[src/rtl/pdm_clap_detector.sv]
// PDM microphone front end for the clap counter: generates the mic clock,
// decimates the 1-bit stream into a per-window amplitude and turns loud
// windows into a single clap pulse aligned to one M_CLK rising edge.
module pdm_clap_detector #(
  parameter int CLK_DIV  = 25,
  parameter int WIN      = 128,
  parameter int THRESH   = 40,
  parameter int RELEASE  = 20,
  parameter int LOCK_WIN = 4
) (
  input  logic       clk_i,
  input  logic       rst_i,
  input  logic       M_DATA,
  output logic       M_CLK,
  output logic       M_LRSEL,
  output logic [6:0] amplitude_o,
  output logic       level_valid_o,
  output logic       clap_pulse_o
);

  localparam int DIV_W = (CLK_DIV > 1) ? $clog2(CLK_DIV) : 1;
  localparam int WIN_W = (WIN > 1) ? $clog2(WIN) : 1;

  typedef enum logic [1:0] {
    IDLE,
    LOCKOUT,
    WAIT_QUIET
  } state_t;

  logic [DIV_W-1:0] div_cnt;
  logic             wrap;
  logic             rise_tick;
  logic             fall_tick;

  logic [1:0]       sync_q;
  logic             sample;

  logic [WIN_W-1:0] sample_cnt;
  logic             last_sample;
  logic [7:0]       acc;
  logic [7:0]       ones_total;
  logic [6:0]       cnt7;
  logic [6:0]       amp7;

  state_t           state;
  logic [7:0]       lock_cnt;
  logic             pending;

  // Left channel only: the mic drives data while M_CLK is low-to-high.
  assign M_LRSEL = 1'b0;

  // The divider wrap marks the cycle right before M_CLK changes level.
  assign wrap      = (div_cnt == DIV_W'(CLK_DIV - 1));
  assign rise_tick = wrap & ~M_CLK;
  assign fall_tick = wrap &  M_CLK;

  assign sample      = sync_q[1];
  assign last_sample = (sample_cnt == WIN_W'(WIN - 1));

  // Free-running M_CLK divider; M_CLK flips on every wrap.
  always_ff @(posedge clk_i) begin
    if (rst_i) begin
      div_cnt <= '0;
      M_CLK   <= 1'b0;
    end else if (wrap) begin
      div_cnt <= '0;
      M_CLK   <= ~M_CLK;
    end else begin
      div_cnt <= div_cnt + DIV_W'(1);
    end
  end

  // Two-flop synchroniser for the asynchronous mic data line.
  always_ff @(posedge clk_i) begin
    if (rst_i) begin
      sync_q <= 2'b00;
    end else begin
      sync_q <= {sync_q[0], M_DATA};
    end
  end

  // Window total including the current sample, saturated to 7 bits, folded
  // around the 50% density point (64) to give a 0..64 loudness value.
  always_comb begin
    ones_total = acc + {7'd0, sample};
    cnt7       = ones_total[7] ? 7'd127 : ones_total[6:0];
    amp7       = cnt7[6] ? (cnt7 - 7'd64) : (7'd64 - cnt7);
  end

  // Count ones over WIN rising-edge samples and publish one amplitude per window.
  always_ff @(posedge clk_i) begin
    if (rst_i) begin
      sample_cnt    <= '0;
      acc           <= 8'd0;
      amplitude_o   <= 7'd0;
      level_valid_o <= 1'b0;
    end else begin
      level_valid_o <= 1'b0;
      if (rise_tick) begin
        if (last_sample) begin
          sample_cnt    <= '0;
          acc           <= 8'd0;
          amplitude_o   <= amp7;
          level_valid_o <= 1'b1;
        end else begin
          sample_cnt <= sample_cnt + WIN_W'(1);
          acc        <= ones_total;
        end
      end
    end
  end

  // Clap FSM plus pulse shaper: detection sets pending, the pulse then spans
  // fall_tick to fall_tick so exactly one M_CLK rise lands inside it.
  always_ff @(posedge clk_i) begin
    if (rst_i) begin
      state        <= IDLE;
      lock_cnt     <= 8'd0;
      pending      <= 1'b0;
      clap_pulse_o <= 1'b0;
    end else begin
      if (fall_tick) begin
        if (clap_pulse_o) begin
          clap_pulse_o <= 1'b0;
          pending      <= 1'b0;
        end else if (pending) begin
          clap_pulse_o <= 1'b1;
        end
      end

      if (level_valid_o) begin
        case (state)
          IDLE: begin
            if (amplitude_o >= 7'(THRESH)) begin
              pending  <= 1'b1;
              lock_cnt <= 8'(LOCK_WIN);
              state    <= LOCKOUT;
            end
          end
          LOCKOUT: begin
            if (lock_cnt <= 8'd1) begin
              lock_cnt <= 8'd0;
              state    <= WAIT_QUIET;
            end else begin
              lock_cnt <= lock_cnt - 8'd1;
            end
          end
          WAIT_QUIET: begin
            if (amplitude_o < 7'(RELEASE)) begin
              state <= IDLE;
            end
          end
          default: begin
            state <= IDLE;
          end
        endcase
      end
    end
  end

endmodule
[config.mk]
export PLATFORM = sky130hd
export DESIGN_NAME = pdm_clap_detector
export DESIGN_NICKNAME = d
export VERILOG_FILES = /design/src/rtl/pdm_clap_detector.sv
export SDC_FILE = /design/constraint.sdc
export NUM_CORES = 1
export LEC_CHECK = 0
export ABC_AREA = 1
export CORE_MARGIN = 5
export CORE_UTILIZATION = 55
export DETAILED_ROUTE_END_ITERATION = 10
export PLACE_DENSITY = 0.75
export SETUP_SLACK_MARGIN = 0.5
export SKIP_CTS_REPAIR_TIMING = 1
export SLEW_MARGIN = 20
export SYNTH_ARGS = -nofsm -noshare
export SYNTH_HDL_FRONTEND = slang
export SYNTH_SLANG_ARGS = --single-unit
[constraint.sdc]
create_clock -name clk_i -period 2.45 [get_ports clk_i]
set_clock_uncertainty 0.2 [all_clocks]
set_input_delay 0.735 -clock clk_i [delete_from_list [all_inputs] [get_ports clk_i]]
set_output_delay 0.735 -clock clk_i [all_outputs]
set_load 0.1 [all_outputs]
# Word-level counts from Yosys, hierarchy flattened
# Index checks and enable logic that the tools add are counted.
word_totals:
  input_bits: 3
  register_bits: 43
  elab_cells: 57
  output_inout_bits: 11
classes:
  bitwise: 4
  n_reduce_logical: 7
  n_mux: 19
  magnitude_cmp: 3
  eq_ne: 7
  n_addsub: 6
ops:
  columns: ["cell", "n"]
  rows:
  - ["$mux W8", 3]
  - ["$mux W7", 3]
  - ["$pmux W8 S2", 1]
  - ["$add A8 B1 Y8", 1]
  - ["$le A8 B1 Y1 const B", 1]
  - ["$mux W1", 8]
  - ["$sub A8 B1 Y8 const B", 1]
  - ["$add A7 B1 Y7 const B", 1]
  - ["$eq A7 B7 Y1 const B", 1]
  - ["$ge A7 B6 Y1 const B", 1]
  - ["$lt A7 B5 Y1 const B", 1]
  - ["$sub A7 B7 Y7 const A", 1]
  - ["$sub A7 B7 Y7 const B", 1]
  - ["$mux W2", 3]
  - ["$ne A2 B2 Y1 const B", 3]
  - ["$pmux W2 S3", 1]
  - ["$add A5 B1 Y5 const B", 1]
  - ["$eq A5 B5 Y1 const B", 1]
  - ["$reduce_and A4 Y1", 1]
  - ["$reduce_or A2 Y1", 2]
  - ["$reduce_and A3 Y1", 1]
  - ["$and A1 B1 Y1", 2]
  - ["$eq A2 B1 Y1 const B", 1]
  - ["$eq A2 B2 Y1 const B", 1]
  - ["other kinds (4)", 5]

# Logic depth before layout (Yosys ltp)
logic_depth:
  depth_word: 6
  depth_mapped: 14

# Worst setup path after synthesis
# No wires, ideal clock.
synth_path:
  path_kind: "register to register"
  startpoint: "register amplitude_o[5]"
  endpoint: "register lock_cnt[1]"
  setup_time_ns: 0.121
  required_time_ns: 2.129
  arrival_time_ns: 1.883
  synth_period_minus_slack_ns: 2.204
  stages_incl_launch_ff: 8
  slack_ns: 0.246
  n_path_buf: 0
  path_cell_list: "dfxtp_1 inv_1 o21ai_2 nand2_1 nand2_1 nand2_2 o21ai_2 nor2_1"
synth_via:
  elab_chain_cells: 3
synth_lines:
  columns: ["item", "line_no", "rtl"]
  rows:
  - ["from (decl)", "16", "output logic [6:0] amplitude_o,"]
  - ["from (signal assigned)", "103", "amplitude_o <= amp7;"]
  - ["$ge A7 B6 Y1", "134", "if (amplitude_o >= 7'(THRESH)) begin"]
  - ["$ne A2 B2 Y1 (no line)", null, null]
  - ["$reduce_and A3 Y1 (no line)", null, null]
  - ["to (signal assigned)", "136", "lock_cnt <= 8'(LOCK_WIN);"]
  - ["to (signal assigned)", "145", "lock_cnt <= lock_cnt - 8'd1;"]
  - ["to (decl)", "46", "logic [7:0] lock_cnt;"]
# Every way passes these cells.
# A chain may end at the register's enable or synchronous reset.

# Worst setup path in the final report
layout_path:
  startpoint: "register acc[0]"
  endpoint: "register amplitude_o[6]"
layout_via:
  elab_chain_cells: 4
  word_cells_on_any_way: 5
  cone_classes: "3 x add/sub; 2 x mux"
layout_lines:
  columns: ["item", "line_no", "rtl"]
  rows:
  - ["from (decl)", "40", "logic [7:0] acc;"]
  - ["from (signal assigned)", "107", "acc <= ones_total;"]
  - ["$add A8 B1 Y8 *", "85", "ones_total = acc + {7'd0, sample};"]
  - ["$mux W7 *", "86", "cnt7 = ones_total[7] ? 7'd127 : ones_total[6:0];"]
  - ["$sub A7 B7 Y7", "87", "amp7 = cnt7[6] ? (cnt7 - 7'd64) : (7'd64 - cnt7);"]
  - ["$mux W7 *", "87", null]
# Mark *: on every way between the ends. The rest lies on a longest branch, timed or not.

==> out/results.tsv <==
stage	metric	value	unit
floorplanning	Core Area	0.00409	mm²
place	Post-DP Area	0.00256	mm²
floorplanning	Die Y	75.4	µm
global_route	initial antenna violation count	0	
worst_hold_path	Worst Hold Endpoint	sync_q[1]	
floorplanning	Initial Util	0.576	
synth	cell area after synthesis	0.00235	mm²
setup_path	RR Endpoint	amplitude_o[6]	
floorplanning	Top Ports	14	
power	Max VDD drop	0.000353	V
clock_network	Clock Path Buffers	2	
synth	register area share after synthesis	0.366	
power	sequential fraction of design power	0.580	
synth	top_reg_cell synth	dfxtp_1	
setup_path	Req. time, crit path	2.49	ns
clock_network	root buf cell	clkbuf_8	
worst_hold_path	hold path depth	2	
timing	Final Max Slew Viols	0	
place	Final GP Congestion	0.870	
synth	Post-synth EDFFs	0	
synth	Area contributors post-synth	dfxtp_1 37%, nand2_1 16%, nor2_1 8.0%	
synth	Avg Inst Size Synth	6.72	µm²
global_route	first-pass GRT wire length	8090	µm
setup_path	critical path arrival	2.05	ns
cells_and_area	share of layout cells above drive strength 1	0.202	
floorplanning	die width	75.4	µm
clock_network	Worst-path clk slew	0.08	ns
floorplanning	# rows	23	
routing	drc violations	0	
routing	Antenna Nets Post-Route	0	
power	leakage power	1.13	nW
setup_path	CP max stage cell	dfxtp_2	
synth	ys async rst share	0	
synth	Distinct cells, synth	36	
setup_path	crit-path cells	ha_4, inv_2, nor2_4, nand2_2, nand2_4, nand2_8, nor2_4, ha_4, inv_2, nor2_1, nand4_1, buf_4, o21ai_2	
synth	Synthesized Nets	361	
setup_path	crit-path max FO	6	
synth	warning count from the yosys run	0	
synth	#FFs+latches synth	43	
flow_run	# Max-Cap Violations	0	
power	switching pwr	0.000297	W
floorplanning	DIE AREA	0.00568	mm²
global_route	vias in the first global route	1964	
routing	Total Wirelength	5050	µm
power	P_int	0.000921	W
clock_network	H-tree depth	2	
setup_path	Max stage delay on crit path	0.36	ns
clock_network	cts bufs inserted	5	
global_route	Overall Global Routing Usage	0.185	
timing	Final Hold Fails	0	
global_route	GR Overflow Total	0	
clock_network	CTS Sinks	43	
synth	Synth top area share	0.366	
power	Gate power share	0.045	
setup_path	CP startpoint kind	register	
synth	Synth Instances	350	
setup_path	R2R Setup Slk	0.44	ns
power	sw frac	0.244	
timing	RSZ-0062 raised after global routing	true	
cells_and_area	synth-to-layout area growth	18.1	%
worst_hold_path	Worst Hold Class	register to register	
routing	vias post-DR	2159	
routing	via density per instance	5.13	
setup_path	CP Class	register to register	
global_route	largest net degree at the start of global routing	19	
place	I/O Buffers	12	
routing	Avg WL per Cell	12.0	µm
timing	setup TNS	0	ns
place	DP HPWL	3610	µm
run_status	status	completed	
cells_and_area	final antenna diode count	0	
power	Pwr Density	438	mW/mm²
timing	crit path time final	2.01	ns
timing	period utilization	0.820	
clock_network	CTS tree	built	
setup_path	reg2reg start	acc[0]	
setup_path	cells on worst reg2reg path	13	
power	Clk pwr share	0.374	
worst_hold_path	HP Start	sync_q[0]	
routing	Starting DRT DRC Count	100	
timing	# setup viols final	0	
synth	area leader, netlist	dfxtp_1	
cells_and_area	design area	0.00278	mm²
cells_and_area	Nets	381	
clock_network	worst skew pair latency	0.30	ns
setup_path	Worst setup EP type	register	
timing	maximum clock frequency	498	MHz
routing	DRT Pass-1 Iters	4	
==> metal layers <==
metal / part of all wire / vias up / track usage
met5: 0 / - / 0
met4: 0.025 / 0 / 0.0835
met3: 0.029 / 14 / 0.0356
met2: 0.52 / 29 / 0.334
met1: 0.43 / 976 / 0.210
li1: - / 1140 / -
==> layout make-up <==
class                   instances  area [µm²]
clock buffers                   5        68.8
repair buffers                 19         210
flip-flops and latches         43         878
multi-input cells             257        1370
clock inverters                 3        20.0
inverters                      44         169
fillers                       345        1310
well taps                      50        62.6
==> cells in the final DEF (no fill, tap or decap), types with 3 or more instances in the layout <==
| master | instances |
|---|---|
| nand2_1 | 99 |
| nor2_1 | 47 |
| inv_1 | 39 |
| dfxtp_1 | 31 |
| nand3_1 | 22 |
| a21oi_1 | 19 |
| buf_4 | 12 |
| dfxtp_2 | 11 |
| o21ai_0 | 10 |
| nand2_2 | 6 |
| nor2_4 | 6 |
| nand4_1 | 5 |
| ha_1 | 5 |
| clkbuf_8 | 5 |
| buf_12 | 5 |
| nor2_2 | 4 |
| o21ai_2 | 4 |
| inv_2 | 3 |
| nand3_2 | 3 |
| o21ai_1 | 3 |
==> sequential cells by signal, indices dropped and copies added (netlist names) <==
signal / cells
lock_cnt: 8
pending: 1
M_CLK: 1
state: 2
clap_pulse_o: 1
sync_q: 2
level_valid_o: 1
amplitude_o: 7
sample_cnt: 7
div_cnt: 5
acc: 8
==> power groups by stage <==
stage / registers, W / clock network (W) / logic, W
floorplan: 0.000723 / 0 / 0.0000368
global placement: 0.000724 / 0 / 0.0000458
detailed placement: 0.000724 / 0 / 0.0000467
CTS: 0.000708 / 0.000472 / 0.0000468
global route: 0.000708 / 0.000500 / 0.0000618
finish: 0.000707 / 0.000456 / 0.0000550
==> worst max-delay path: cells and delay by family (launching register included) <==
kind	cells	cell delay, ns
simple gates	7	0.71
fa+ha+maj	2	0.33
compound gates	1	0.09
buf+inv	3	0.25
flops	1	0.36
==> cell usage after synthesis, types with 2 or more instances <==
master	count
nand2_1	100
nor2_1	50
dfxtp_1	43
inv_1	41
nand3_1	23
a21oi_1	19
o21ai_0	10
ha_1	8
nand2_2	5
nand4_1	5
nor2_2	4
o21ai_1	4
nand2_4	3
nor2_4	3
o21ai_2	3
buf_2	2
buf_4	2
inv_2	2
nand3_2	2
nor3_1	2
nor3b_1	2
o211ai_1	2
xnor2_1	2
==> how the worst max path moves through the flow <==
| stage | startpoint | endpoint | slack [ns] | depth (start not counted) |
|---|---|---|---|---|
| 5_1_grt | acc[0] | amplitude_o[4] | 0.28 | 14 |
| 3_3_place_gp | rst_i | amplitude_o[0] | 0.29 | 6 |
| 4_1_cts | acc[0] | amplitude_o[4] | 0.32 | 14 |
| 6_report | acc[0] | amplitude_o[6] | 0.44 | 13 |
| 3_5_place_dp | rst_i | sample_cnt[5] | 0.30 | 6 |
| 2_1_floorplan | acc[0] | amplitude_o[4] | 0.51 | 13 |
==> cells by family after synthesis <==
logic type,Yosys count,synth area share
AOI/OAI and AO/OA,43,0.107
xor gates and xnor gates,3,0.0112
adders and majority gates,8,0.0426
buffers and inverters,50,0.0878
DFF,43,0.366
other,1,0.00159
and+or+nand+nor,202,0.384
==> metrics by stage <==
step,utilization,cells,setup WS [ns],hold slack (ns),power (W)
after floorplan,-,350,0.513,0.188,0.000760
after global placement,0.626,408,0.294,0.222,0.000770
after detailed placement,0.626,408,0.302,0.228,0.000771
after CTS,0.648,416,0.318,0.237,0.00123
after global routing,0.680,421,0.277,0.249,0.00127
final,0.680,421,0.442,0.233,0.00122
Note: power is estimated with default switching activity, not from simulation.
